==> config.mk <==
export PLATFORM = sky130hd
export DESIGN_NAME = weight_loader
export DESIGN_NICKNAME = d
export VERILOG_FILES = /design/src/rtl/weight_loader.sv
export SDC_FILE = /design/constraint.sdc
export NUM_CORES = 1
export LEC_CHECK = 0
export CAP_MARGIN = 20
export CORE_MARGIN = 2
export CORE_UTILIZATION = 42
export DETAILED_ROUTE_END_ITERATION = 16
export PLACE_DENSITY = 0.76
export RECOVER_POWER = 25
export SETUP_SLACK_MARGIN = 0.05
export SLEW_MARGIN = 10
export SYNTH_ARGS = -nofsm -noshare
export SYNTH_HDL_FRONTEND = slang
export SYNTH_SLANG_ARGS = --single-unit
export TNS_END_PERCENT = 50
==> constraint.sdc <==
create_clock -name clk -period 2.5 [get_ports clk]
set_clock_uncertainty 0.2 [all_clocks]
set_input_delay 0.25 -clock clk [delete_from_list [all_inputs] [get_ports clk]]
set_output_delay 0.25 -clock clk [all_outputs]
set_load 0.03 [all_outputs]
==> src/rtl/weight_loader.sv <==
// weight_loader: parses host weight packets onto the broadcast neuron config bus.
// Latency: an accepted bias or weight word appears on the outputs 1 cycle later; 1 word/cycle.
// Backpressure: s_ready is registered and drops only for the single DONE cycle (and in reset).
//
// Ports:
//   clk, rst (async, active-low)
//   s_data/s_valid/s_ready : host word stream
//   abort                  : synchronous abort of the packet in flight
//   weightValue            : weight word, meaningful only while config IDs differ from IDLE_ID
//   biasValue/bias_valid   : bias of the current packet, plus a one-cycle update pulse
//   config_layer_num       : target layer ID for the weight being presented, else IDLE_ID
//   config_neuron_num      : target neuron ID for the weight being presented, else IDLE_ID
//   busy/done/err          : status; done and err are one-cycle pulses
// Option: define LOADER_CHECKSUM_EN to expect a trailing XOR check word per packet.
module weight_loader #(
  parameter int          MAX_NUM_WEIGHT = 784,
  parameter int          NUM_LAYERS     = 4,
  parameter logic [31:0] IDLE_ID        = 32'hFFFF_FFFF
) (
  input  logic        clk,
  input  logic        rst,
  input  logic [31:0] s_data,
  input  logic        s_valid,
  output logic        s_ready,
  input  logic        abort,
  output logic [31:0] weightValue,
  output logic [31:0] biasValue,
  output logic        bias_valid,
  output logic [31:0] config_layer_num,
  output logic [31:0] config_neuron_num,
  output logic        busy,
  output logic        done,
  output logic        err
);

  typedef enum logic [2:0] {
    IDLE    = 3'd0,
    BIAS    = 3'd1,
    WEIGHTS = 3'd2,
    CHECK   = 3'd3,
    DRAIN   = 3'd4,
    DONE    = 3'd5
  } state_t;

  // State entered once the payload (bias + weights) is exhausted.
`ifdef LOADER_CHECKSUM_EN
  localparam state_t END_ST = CHECK;
`else
  localparam state_t END_ST = DONE;
`endif
  localparam logic END_IS_DONE = (END_ST == DONE);

  localparam logic [15:0] MAX_CNT   = 16'(MAX_NUM_WEIGHT);
  localparam logic [7:0]  LAYER_LIM = 8'(NUM_LAYERS);

  state_t      state;
  logic [15:0] remaining;
  logic [7:0]  layer_id;
  logic [7:0]  neuron_id;
  logic        accept;
  logic        hdr_bad;
`ifdef LOADER_CHECKSUM_EN
  logic [31:0] csum;
`endif

  assign accept  = s_valid & s_ready;
  assign hdr_bad = (s_data[15:0] > MAX_CNT) || (s_data[31:24] >= LAYER_LIM);
  assign busy    = (state != IDLE);

  always_ff @(posedge clk or negedge rst) begin
    if (!rst) begin
      state             <= IDLE;
      remaining         <= 16'd0;
      layer_id          <= 8'd0;
      neuron_id         <= 8'd0;
      s_ready           <= 1'b0;
      weightValue       <= 32'd0;
      biasValue         <= 32'd0;
      bias_valid        <= 1'b0;
      config_layer_num  <= IDLE_ID;
      config_neuron_num <= IDLE_ID;
      done              <= 1'b0;
      err               <= 1'b0;
`ifdef LOADER_CHECKSUM_EN
      csum              <= 32'd0;
`endif
    end else begin
      // Pulses and IDs fall back every cycle unless a branch below drives them.
      done              <= 1'b0;
      err               <= 1'b0;
      bias_valid        <= 1'b0;
      config_layer_num  <= IDLE_ID;
      config_neuron_num <= IDLE_ID;
      s_ready           <= 1'b1;

      if (abort) begin
        // A weight taken in the abort cycle was already handshaken, so still present it.
        if (state == WEIGHTS && accept) begin
          weightValue       <= s_data;
          config_layer_num  <= {24'd0, layer_id};
          config_neuron_num <= {24'd0, neuron_id};
        end
        state <= IDLE;
      end else begin
        case (state)
          IDLE: if (accept) begin
            layer_id  <= s_data[31:24];
            neuron_id <= s_data[23:16];
            remaining <= s_data[15:0];
`ifdef LOADER_CHECKSUM_EN
            csum      <= s_data;
`endif
            if (hdr_bad) begin
              err   <= 1'b1;
              state <= DRAIN;
            end else begin
              state <= BIAS;
            end
          end

          BIAS: if (accept) begin
            biasValue  <= s_data;
            bias_valid <= 1'b1;
`ifdef LOADER_CHECKSUM_EN
            csum       <= csum ^ s_data;
`endif
            if (remaining == 16'd0) begin
              state   <= END_ST;
              s_ready <= !END_IS_DONE;
              done    <= END_IS_DONE;
            end else begin
              state <= WEIGHTS;
            end
          end

          WEIGHTS: if (accept) begin
            weightValue       <= s_data;
            config_layer_num  <= {24'd0, layer_id};
            config_neuron_num <= {24'd0, neuron_id};
`ifdef LOADER_CHECKSUM_EN
            csum              <= csum ^ s_data;
`endif
            if (remaining != 16'd0)
              remaining <= remaining - 16'd1;
            if (remaining <= 16'd1) begin
              state   <= END_ST;
              s_ready <= !END_IS_DONE;
              done    <= END_IS_DONE;
            end
          end

`ifdef LOADER_CHECKSUM_EN
          CHECK: if (accept) begin
            if (s_data == csum) begin
              state   <= DONE;
              s_ready <= 1'b0;
              done    <= 1'b1;
            end else begin
              err   <= 1'b1;
              state <= IDLE;
            end
          end
`endif

          // Rejected packet: swallow bias plus 'count' weights without driving the bus.
          DRAIN: if (accept) begin
            if (remaining == 16'd0)
              state <= IDLE;
            else
              remaining <= remaining - 16'd1;
          end

          DONE:    state <= IDLE;
          default: state <= IDLE;
        endcase
      end
    end
  end

endmodule

* Yosys cells after proc, flatten, opt, wreduce, memory -nomap -nowiden
Cells that the tools add are included.
** Storage, ports and cells
- Register bits after elaboration :: 167
- Input port bits :: 36
- Word-level logic and storage cells :: 94
** Cells by class
- $add $sub $neg :: 1
- $lt $le $gt $ge :: 3
- Equal/unequal tests :: 15
- Muxes and demuxes :: 47
- Bitwise gates (word level) :: 2
- Reduce and logical (&&, ||, !) cells :: 14
** Operator list (count)
- $mux 32 :: 12
- $mux 16 :: 5
- $pmux 16 s3 :: 1
- $mux 3 :: 9
- $mux 1 :: 17
- $gt 16x10->1 const B :: 1
- $le 16x1->1 const B :: 1
- $logic_not 16->1 :: 1
- $reduce_bool 16->1 :: 1
- $sub 16x1->16 const B :: 1
- $ne 3x3->1 const B :: 5
- $pmux 3 s4 :: 1
- $reduce_and 3->1 :: 3
- $ge 8x3->1 const B :: 1
- $ne 2x2->1 const B :: 4
- $reduce_and 7->1 :: 1
- $reduce_and 6->1 :: 1
- $reduce_bool 3->1 :: 2
- $ne 2x1->1 const B :: 2
- $pmux 1 s2 :: 2
- $reduce_bool 2->1 :: 2
- $eq 3x1->1 const B :: 1
- $eq 3x2->1 const B :: 1
- $eq 3x3->1 const B :: 1
- 6 further kinds :: 6

* Logic depth before layout (Yosys ltp)
- Depth in word-level cells :: 6
- Mapped depth :: 9

* Worst setup path before layout
No wires, ideal clock.
- Kind :: register -> register
- From :: reg remaining[0]
- To :: reg state[2]
- Library setup time :: 120 ps
- Arrival :: 2082 ps
- Slack :: 98 ps
- Stages on the path, launching flop included :: 9
- Path buffers :: 1
- Cell sequence :: dfrtp_1 -> inv_1 -> ha_1 -> or3b_1 -> clkbuf_1 -> or4_4 -> a31oi_1 -> nor3b_1 -> a31o_1
** On the way
- Word-level cells in the longest chain between the ends :: 5
** RTL lines
- start, declared :: line 57 : logic [15:0] remaining;
- start signal, assigned :: line 109 : remaining <= s_data[15:0];
- start signal, assigned :: line 144 : remaining <= remaining - 16'd1;
- start signal, assigned :: line 170 : remaining <= remaining - 16'd1;
- branches (longest 5 deep; another with $le 16x1->1)
- end signal, assigned :: line 103 : state <= IDLE;
- end signal, assigned :: line 128 : state <= END_ST;
- end signal, assigned :: line 132 : state <= WEIGHTS;
- end, declared :: line 56 : state_t state;
Several ways; the timed one is not identified. The select of a mux whose other input is x is not followed.
A chain may end at the register's enable or synchronous reset.

* Worst setup path in the final report
- From :: reg remaining[1]
- To :: reg remaining[15]
** On the way
- Word-level cells in the longest chain between the ends :: 4
** RTL lines
- $sub 16x1->16 :: line 144, 170
- $mux 16, on equally long branches :: line 167, 143
- $mux 16, on equally long branches :: line 166, 136
- $pmux 16 s3 :: line 105 : case (state)
Several ways; a longest one is shown, not always the timed one. The select of a mux whose other input is x is not followed.

==> results.yml <==
drt:
  route.vias.total: 4219
  drc: 0
  detail_route.iter0.violations: 307
  drt.antenna.violating_nets: 0
  routed_wirelength_um: 13800
  drt_first_pass_iters: 4
  detailed_route_vias_per_instance: 5.189
  detail_route.wl_per_cell_um: 16.97
floorplan:
  pin_count: 169
  die_height_um: 117.4
  die_area_mm2: 0.01378
  fp.coreArea_mm2: 0.01257
  site_rows: 41
  die_x_um: 117.4
  initial_core_util_pct: 42.96
clock_tree:
  clk_pin_slew_worst_paths_ns: 0.06
  cts_max_path_buffers: 2
  clock_sink_count: 120
  cts_buffers: 17
  clock_tree.htree_level_count: 4
  insertion_delay_ns: 0.40
  clk_root_buffer_cell: "sky130_fd_sc_hd__clkbuf_16"
  cts_tree: "yes"
critical_path:
  critPathLaunchType: "flip-flop"
  cell_chain_of_the_critical_path: "inv_2 -> ha_4 -> or3b_4 -> or4_4 -> nand4b_1 -> mux2i_1 -> a221o_1"
  delay_contributed_by_the_slowest_stage_of_the_critical_path_ns: 0.60
  required_ns: 2.58
  critical_path.slowest_cell: "sky130_fd_sc_hd__or4_4"
  timing.critical_path.buf_inv: 1
  cp_data_arrival_time_ns: 2.54
  critPathTopFamily: "simple AND/OR/NAND/NOR gates"
  critical_path_type: "flip-flop to flip-flop"
  kind_of_end_point_of_the_critical_path: "flip-flop"
  worstPathMaxFanout: 5
synth:
  postSynthRegisterBits: 120
  synth.avg_cell_area_um2: 11.49
  yosys_warnings: 0
  async_reset_ff_share_pct: 100.0
  synthDominantCellAreaShare_pct: 47.74
  synth.most_common_cell: "sky130_fd_sc_hd__dfrtp_1"
  synth.cells.most_frequent: "103 x sky130_fd_sc_hd__dfrtp_1, 64 x sky130_fd_sc_hd__mux2_2, 57 x sky130_fd_sc_hd__nand2_1"
  synth_largest_area_cell: "sky130_fd_sc_hd__dfrtp_1"
  post_synth_main_area_contributors: "sky130_fd_sc_hd__dfrtp_1 48%, sky130_fd_sc_hd__mux2_2 13%, sky130_fd_sc_hd__dfstp_2 8.3%"
  synth-seq-area-share_pct: 56.01
  yosys.cell_types.count: 54
  mappedNetlistNets: 508
  synthesis.area_mm2: 0.005399
  synth_flop_cell: "sky130_fd_sc_hd__dfrtp_1"
  number_of_enable_flip_flop_cells_after_synthesis: 0
  synth_cells: 470
sta:
  finalHoldViolCount: 0
  pins_over_their_slew_limit: 0
  layout_worst_path_cycle_share_pct: 98.45
  rsz0062_at_grt: "true"
  clock.fmax_ghz: 0.4063
  report.final.setup_viol: 0
  worst_margin_pin_slew_ns: 0.9971
  fin_crit_ns: 2.461
  post-route-worst-setup-slack_ns: 0.03878
  relSlewSlack_pct: 33.53
pwr:
  power.total_mw: 5.541
  total_leakage_power_nw: 3.426
  power_switching_mw: 1.461
  pwr-share-seq_pct: 40.3
  combinationalPowerShare_pct: 15.1
  power-per-cell-area_mw_per_mm2: 701.0
  intPower_mw: 4.080
  swShare_pct: 26.36
  share_of_power_burned_in_the_clock_network_pct: 44.6
  max-vdd-ir-drop_mv: 0.6405
placement:
  place.gp.congestion: 0.8878
  place_ws_ns: 0.01288
  hpwl_detailed_um: 9548
  port_buffers: 168
global_routing:
  grt.overflow.total: 0
  largest_net_degree_at_the_start_of_global_routing: 65
  initial_antenna_violation_count: 0
  track_usage_pct: 19.97
  grt_first_pass_wirelength_um: 22210
  grt_pass1_vias: 4366
final_layout:
  layout-drive-gt1-share_pct: 26.21
  num_antenna_cells: 0
  nNetsFinal: 666
  area.growth.synth_to_final_pct: 46.40
job:
  maxCapViolations: 0
min_path:
  hold_class: "input port to flip-flop"
outcome:
  run_status: "complete, no violations"
## final cells by class
| cell class | instances | area, µm² |
|---|---|---|
| fill | 996 | 4664 |
| sequential | 120 | 3024 |
| timing repair buffer | 209 | 2079 |
| multi-input combinational | 273 | 1957 |
| clock buffer | 18 | 429.2 |
| tap | 172 | 215.2 |
| clock inverter | 14 | 172.7 |
| inverter | 7 | 26.28 |
## final timing paths
path | startpoint | to | slack [ns] | cells after the start
min reg2reg | neuron_id[3]$_DFFE_PN0P_ | config_neuron_num[3]$_DFF_PN1_ | 0.26 | 1
min in group asynchronous | rst | weightValue[5]$_DFFE_PN0P_ | 0.37 | 2
max reg2reg | remaining[1]$_DFFE_PN0P_ | remaining[15]$_DFFE_PN0P_ | 0.04 | 7
max in group asynchronous | rst | config_neuron_num[3]$_DFF_PN1_ | 0.66 | 3
max | remaining[1]$_DFFE_PN0P_ | remaining[15]$_DFFE_PN0P_ | 0.04 | 7
min | s_data[25] | layer_id[1]$_DFFE_PN0P_ | 0.24 | 3
## per-stage QoR
stage               hold slack, ns  area (µm²)  util (%)  setup TNS, ns  std cells
floorplan                  -0.2456        5399         -              0        470
global placement           0.04087        7188     57.19              0        776
detailed placement         0.05318        7188     57.19              0        776
CTS                         0.1685        7772     61.84              0        809
global route                0.2326        7904     62.89       -0.01239        813
finish                      0.2377        7904     62.89              0        813
## logic make-up (layout without fill, tap and decap cells)
| family | Yosys count | in the layout | share of synthesized area, % |
|---|---|---|---|
| flip-flops | 120 | 120 | 56.01 |
| XOR/XNOR | 1 | 1 | 0.1623 |
| AND/OR/NAND/NOR | 141 | 141 | 13.12 |
| AO/OA/AOI/OAI | 63 | 63 | 7.834 |
| adder cells (fa/ha/maj) | 3 | 3 | 0.6488 |
| multiplexers | 65 | 65 | 13.53 |
| buffers and inverters | 77 | 248 | 8.691 |
## flip-flops by register name, summed over array words and instances (netlist names)
name / flops
weightValue: 32
done: 1
layer_id: 8
bias_valid: 1
biasValue: 32
state: 3
err: 1
remaining: 16
config_layer_num: 8
config_neuron_num: 9
neuron_id: 8
s_ready: 1
## worst reg2reg max path, delay by kind of cell, from the launching register on
family	cells	cell delay (ns)
flops	1	0.40
buf+inv	1	0.09
simple gates	3	1.16
compound gates	1	0.27
fa+ha+maj	1	0.14
mux	1	0.09
## power by group through the flow
stage	Sequential, mW	Clock, mW	Combinational [mW]
detailed placement	2.25	0	0.806
floorplan	2.35	0	0.301
global route	2.25	2.62	0.911
CTS	2.22	2.52	0.812
finish	2.23	2.47	0.839
global placement	2.24	0	0.783
## layout by cell type, fill, tap and decap left out, types with 3 or more instances in the layout
cell and count:
sky130_fd_sc_hd__a22oi_1 5, sky130_fd_sc_hd__mux2_2 64, sky130_fd_sc_hd__dfstp_2 17, sky130_fd_sc_hd__o21ai_0 13
sky130_fd_sc_hd__dfrtp_1 103, sky130_fd_sc_hd__a21oi_1 11, sky130_fd_sc_hd__clkdlybuf4s50_1 118, sky130_fd_sc_hd__nor4_1 6
sky130_fd_sc_hd__clkinvlp_4 5, sky130_fd_sc_hd__nor2_1 21, sky130_fd_sc_hd__or3_1 3, sky130_fd_sc_hd__inv_1 5
sky130_fd_sc_hd__nand2_1 57, sky130_fd_sc_hd__o21ai_1 5, sky130_fd_sc_hd__buf_4 34, sky130_fd_sc_hd__nand3_1 10
sky130_fd_sc_hd__or4_4 4, sky130_fd_sc_hd__nand2b_1 18, sky130_fd_sc_hd__dlygate4sd2_1 24, sky130_fd_sc_hd__nor3_1 6
sky130_fd_sc_hd__or4_1 3, sky130_fd_sc_hd__a2bb2oi_1 3, sky130_fd_sc_hd__buf_12 5, sky130_fd_sc_hd__inv_6 4
sky130_fd_sc_hd__dlymetal6s2s_1 25, sky130_fd_sc_hd__bufinv_16 3, sky130_fd_sc_hd__clkbuf_16 17
## metal layers
layer  vias to the layer above  GRT usage [%]  part of all wire (%)
li1                       1910              -                     -
met1                      2071          24.38                    41
met2                       209          33.22                    49
met3                        29          6.031                   7.7
met4                         0          7.907                   2.4
met5                         -              0                     0
## what timing repair did
| action | 4_1_cts | 5_1_grt |
|---|---|---|
| gates resized for setup | 25 | 35 |
| setup endpoints to repair | 52 | 30 |
| hold buffers | 1 | 0 |
| hold endpoints to repair | 36 | 0 |
| setup buffers | 0 | 4 |
| pin swaps | 0 | 5 |
Note: power is estimated with default switching activity, not from simulation.
